## config.mk

```make
export PLATFORM = sky130hd
export DESIGN_NAME = pwm_canon_voices
export DESIGN_NICKNAME = d
export VERILOG_FILES = /design/src/rtl/pwm_canon_voices.sv
export SDC_FILE = /design/constraint.sdc
export NUM_CORES = 1
export LEC_CHECK = 0
export ABC_AREA = 1
export ABC_CLOCK_PERIOD_IN_PS = 3300
export CAP_MARGIN = 20
export CORE_ASPECT_RATIO = 1.1
export CORE_MARGIN = 2
export CORE_UTILIZATION = 55
export DETAILED_ROUTE_END_ITERATION = 16
export PLACE_DENSITY = 0.75
export SETUP_SLACK_MARGIN = 0.5
export SLEW_MARGIN = 40
export SYNTH_ARGS = -nofsm -noshare
export SYNTH_HDL_FRONTEND = slang
export SYNTH_SLANG_ARGS = --single-unit
```

## constraint.sdc

```tcl
create_clock -name clk -period 3.3 [get_ports clk]
set_clock_uncertainty 0.05 [all_clocks]
set_input_delay 0.495 -clock clk [delete_from_list [all_inputs] [get_ports clk]]
set_output_delay 0.495 -clock clk [all_outputs]
set_load 0.1 [all_outputs]
```

## src/rtl/pwm_canon_voices.sv

```systemverilog
// Round (canon) player: a beat prescaler drives a per-beat note fetch for each voice,
// each voice runs a square-wave divider, and a PWM mixer outputs the summed squares.
module pwm_canon_voices #(
    parameter int unsigned VOICES      = 3,
    parameter int unsigned OFFSET      = 8,
    parameter int unsigned DIV_BITS    = 10,
    parameter int unsigned PWM_BITS    = 8,
    parameter int unsigned BEAT_CYCLES = 3000000,
    parameter int unsigned FAST_CYCLES = 64
) (
    input  logic                clk,
    input  logic                rst_n,
    input  logic                fast_start,
    output logic [6:0]          note_addr,
    input  logic [DIV_BITS-1:0] note_div,
    output logic [6:0]          crotchet,
    output logic [DIV_BITS-1:0] low_count,
    output logic [VOICES-1:0]   voice_active,
    output logic                pwm
);
    localparam int unsigned MAX_CYCLES = (BEAT_CYCLES > FAST_CYCLES) ? BEAT_CYCLES : FAST_CYCLES;
    localparam int unsigned PS_BITS    = $clog2(MAX_CYCLES);
    localparam int unsigned VB         = (VOICES > 1) ? $clog2(VOICES) : 1;
    localparam int unsigned NB         = $clog2(VOICES + 1);
    localparam int unsigned STEP       = ((2 ** PWM_BITS) - 1) / VOICES;

    typedef enum logic {IDLE, FETCH} state_t;

    state_t                state;
    logic [VB-1:0]         voice;
    logic                  boot;
    logic                  looped;
    logic [PS_BITS-1:0]    prescale;
    logic [PS_BITS-1:0]    period_m1;
    logic                  beat_tick;
    int unsigned           voice_base;
    logic                  fetch_active;
    logic [DIV_BITS-1:0]   div [VOICES];
    logic [DIV_BITS-1:0]   cnt [VOICES];
    logic [VOICES-1:0]     sq;
    logic [NB-1:0]         ones;
    logic [PWM_BITS-1:0]   pwm_cnt;
    logic [PWM_BITS-1:0]   level;

    always_comb begin
        period_m1    = fast_start ? PS_BITS'(FAST_CYCLES - 1) : PS_BITS'(BEAT_CYCLES - 1);
        beat_tick    = (prescale >= period_m1);
        voice_base   = 32'(voice) * OFFSET;
        fetch_active = looped || (32'(crotchet) >= voice_base);
        note_addr    = (state == FETCH) ? (crotchet - 7'(voice_base)) : '0;
    end

    // boot forces one fetch on the first edge out of reset so voice 0 sounds immediately.
    always_ff @(posedge clk) begin
        if (!rst_n) begin
            prescale     <= '0;
            crotchet     <= '0;
            looped       <= 1'b0;
            state        <= IDLE;
            voice        <= '0;
            boot         <= 1'b1;
            voice_active <= '0;
            for (int unsigned i = 0; i < VOICES; i++) begin
                div[i] <= '0;
            end
        end else begin
            if (beat_tick) begin
                prescale <= '0;
                crotchet <= crotchet + 7'd1;
                if (crotchet == 7'd127) begin
                    looped <= 1'b1;
                end
            end else begin
                prescale <= prescale + 1'b1;
            end

            case (state)
                IDLE: begin
                    if (beat_tick || boot) begin
                        state <= FETCH;
                        voice <= '0;
                        boot  <= 1'b0;
                    end
                end
                FETCH: begin
                    if (fetch_active) begin
                        div[voice]          <= note_div;
                        voice_active[voice] <= 1'b1;
                    end else begin
                        div[voice] <= '0;
                    end
                    if (32'(voice) == VOICES - 1) begin
                        state <= IDLE;
                    end else begin
                        voice <= voice + 1'b1;
                    end
                end
                default: state <= IDLE;
            endcase
        end
    end

    // cnt is not cleared on a divider change; the >= compare absorbs a lowered divider.
    always_ff @(posedge clk) begin
        for (int unsigned i = 0; i < VOICES; i++) begin
            if (!rst_n || div[i] == '0) begin
                cnt[i] <= '0;
                sq[i]  <= 1'b0;
            end else if (cnt[i] >= div[i] - 1'b1) begin
                cnt[i] <= '0;
                sq[i]  <= ~sq[i];
            end else begin
                cnt[i] <= cnt[i] + 1'b1;
            end
        end
    end

    always_comb begin
        ones = '0;
        for (int unsigned i = 0; i < VOICES; i++) begin
            ones = ones + NB'(sq[i]);
        end
    end

    always_ff @(posedge clk) begin
        if (!rst_n) begin
            pwm_cnt <= '0;
            level   <= '0;
            pwm     <= 1'b0;
        end else begin
            pwm_cnt <= pwm_cnt + 1'b1;
            if (pwm_cnt == '1) begin
                level <= PWM_BITS'(32'(ones) * STEP);
            end
            pwm <= (pwm_cnt < level);
        end
    end

    assign low_count = cnt[0];

endmodule
```

==> metrics <==
share of cells above drive strength 1 15.70%; worst r2r src div[0][1]$_SDFFCE_PN0P_; Yosys cell types 37; num ports 41; final hold viol count 0; max-cap violation count 0; largest net degree at the start of global routing 21; EDFF count, synth 60; vias in the first global route 5008; Clock Pin Slew Worst Setup and Hold Paths 0.08 ns; Netlist Area Pre-Place around 6700 sq um; clock buffer count from CTS 9; hold crit path type flip-flop to flip-flop; num rows 42; WL/cell about 14 microns; First DRT Iteration DRCs just under 400; Synth area leader edfxtp_1; WS Path Type flip-flop to flip-flop; clk root buf clkbuf_16; Async SR Flop Fraction 0%; number of diodes 0; crit path launch div[0][1]$_SDFFCE_PN0P_; outcome finished, final reports clean; Die Width between 100 and 150 microns; Mean Syn Cell Area 8.426 sq um; Die ar. 13000 sq um; Final nets 950; ranking of synthesized cells by area edfxtp_1 (27%), dfxtp_1 (15%), ha_1 (11%); predominant post-synthesis flop cell edfxtp_1; maximum clock rate 358.6 MHz; Port-buffer cells 40; Yosys warnings 0; DRC 0; Period minus WS final about 2.8 ns; Die H approximately 120 microns; fillers around 970; final cell count without fillers 1033; clk sink count around 110; FF+latch count, synth roughly 110; # setup viols final 0; Placer Congestion 0.8616; Post-DRT Antenna Nets 0; Global Route Usage Sum about 22%; CTS H-Tree Depth 3; RSZ-0062 raised after global routing true; hold path startpoint prescale[0]$_SDFF_PP0_; relative max-transition margin between 50 and 60%; Layout area overhead 17.69%; Peak supply drop between 0.0002 and 0.0003 V; grt total ovfl 0; worst-path maximum fanout 5; fin crit share 84.51%; starting utilization of the core area between 50 and 60%; register area share after synthesis 42.41%; Startpoint Class flip-flop; leak pwr ~3.3 nW; Worst EP arrival approximately 2.9 ns; via count ~5500; DR pass1 iterations 5; latest clock arrival within the worst-skew pair approximately 0.36 ns; post-synthesis cell count between 700 and 800; CTS tree yes; setup TNS 0 ns; Worst Path Required 3.45 ns; Cells after DPL 999; DPL Wire Length 10200 microns; top cell type's share of synthesized area 27.07%; Worst-Margin Slew 0.6347 ns; initial antenna violation count 0; drt total wl 14200 microns; CORE AREA between 10000 and 15000 sq um; pwr/cell area ~430 nW/um^2; Avg Vias per Cell ~5.3; first-pass GRT wire length about 22000 microns; Setup crit end kind flip-flop; Slew Limit Fails 0; Max Root-Sink Buffers 2
-- report_power, final --
group / leakage, nW / switching, mW / internal, mW / total [mW]
sequential: 1.03 / 0.0794 / 1.54 / 1.62
combinational: 2.15 / 0.433 / 0.243 / 0.676
clock: 0.137 / 0.525 / 0.522 / 1.05
total: 3.33 / 1.04 / 2.30 / 3.34
-- metal layers --
metal  global-route usage, %  wire [microns]  vias up  share of wire [%]
met5                       0               0        -                  0
met4                   7.772             206        0                1.5
met3                   3.996             640       18                4.5
met2                   35.52            7103      118                 50
met1                   28.55            6252     2584                 44
li1                        -               -     2755                  -
-- cells in the final DEF, fill, tap and decap left out, types with 3 or more instances in the layout --
| master | synthesis | final |
|---|---|---|
| a21oi_2 | 0 | 5 |
| o21ai_0 | 21 | 21 |
| nand2_4 | 10 | 11 |
| nor3b_2 | 0 | 6 |
| ha_1 | 61 | 59 |
| nor3_4 | 1 | 5 |
| xnor2_1 | 20 | 20 |
| conb_1 | 1 | 30 |
| nor3_1 | 25 | 18 |
| nand2_1 | 112 | 104 |
| or2_4 | 0 | 4 |
| nand2_2 | 2 | 9 |
| a21oi_1 | 52 | 45 |
| nor3_2 | 3 | 6 |
| inv_6 | 0 | 3 |
| xor2_1 | 28 | 28 |
| nor2_2 | 4 | 9 |
| or2_2 | 8 | 8 |
| nand3_1 | 34 | 34 |
| edfxtp_1 | 60 | 60 |
| buf_4 | 2 | 40 |
| clkdlybuf4s50_1 | 0 | 12 |
| inv_2 | 1 | 4 |
| nand4_1 | 16 | 16 |
| nor2_1 | 139 | 132 |
| buf_2 | 5 | 5 |
| clkbuf_16 | 0 | 9 |
| o211ai_1 | 4 | 4 |
| inv_1 | 97 | 94 |
| dfxtp_1 | 51 | 49 |
| o21a_1 | 4 | 4 |
-- worst paths after layout --
kind	slack (ns)	to	cells after the start
setup / recovery	0.51	cnt[0][5]$_SDFFCE_PN0P_	12
hold / removal	0.42	prescale[0]$_SDFF_PP0_	1
setup reg to reg	0.51	cnt[0][5]$_SDFFCE_PN0P_	12
hold reg to reg	0.42	prescale[0]$_SDFF_PP0_	1
-- synth_stat cells (7+ instances only) --
library cell    n
nand3_1        34
nand4_1        16
dfxtp_1        51
ha_1           61
clkbuf_1        7
o21ai_0        21
xor2_1         28
nor2_1        139
xnor2_1        20
edfxtp_1       60
a21oi_1        52
or2_2           8
nor3b_1         7
nand2_4        10
nor3_1         25
nand2_1       112
inv_1          97
-- sequential cells by signal, summed over array words and instances (netlist names) --
register	flops
state	1
crotchet	7
cnt	30
prescale	22
pwm	1
level	2
pwm_cnt	8
sq	3
looped	1
div	30
boot	1
voice	2
voice_active	3
-- metrics by stage --
stage	worst slack (ns)	util, %	power (mW)	instance area (sq um)	hold slack (ns)
after floorplan	0.6169	-	2.094	6793	0.3803
after global placement	0.4021	60.81	2.215	7254	0.4001
after detailed placement	0.3379	60.60	2.239	7229	0.4050
after CTS	0.4988	63.19	3.279	7538	0.4212
after global routing	0.3100	65.67	3.498	7834	0.4569
final	0.5111	65.67	3.342	7834	0.4223
-- critical path, cell delays in order, from the launching register on --
cell      delay (ns)
edfxtp_1        0.42
nor2_2          0.15
nand2_2         0.09
nor3_4          0.23
nand3_1         0.12
xor2_1          0.16
ha_1            0.36
nand2_2         0.10
nor2_2          0.05
o211ai_1        0.10
nand4_1         0.25
or2_4           0.36
nor3b_2         0.18
-- logic make-up after synthesis --
| logic type | share of synthesized area (%) |
|---|---|
| compound gates | 7.256 |
| xor+xnor | 6.316 |
| fa+ha+maj | 12.07 |
| buf+inv | 6.861 |
| flops | 42.41 |
| other cells | 0.05634 |
| simple gates | 25.04 |
-- final cells by class --
| type | count | area, sq um | share of cell area (%) |
|---|---|---|---|
| Sequential cell | 111 | 2825 | 36.06 |
| Clock buffer | 9 | 225.2 | 2.875 |
| Clock inverter | 7 | 53.80 | 0.6868 |
| Multi-Input combinational cell | 597 | 3724 | 47.53 |
| Timing Repair Buffer | 57 | 445.4 | 5.686 |
| Inverter | 98 | 367.9 | 4.696 |
| Tap cell | 154 | 192.7 | 2.460 |
-- what timing repair did --
| item | in CTS | in global routing |
|---|---|---|
| setup buffers | 1 | 14 |
| pin swaps | 1 | 25 |
| hold buffers | 0 | 0 |
| endpoints found under the setup margin | 23 | 31 |
| gates resized for setup | 6 | 44 |
| gates cloned | 0 | 3 |
Note: power is estimated with default switching activity, not from simulation.
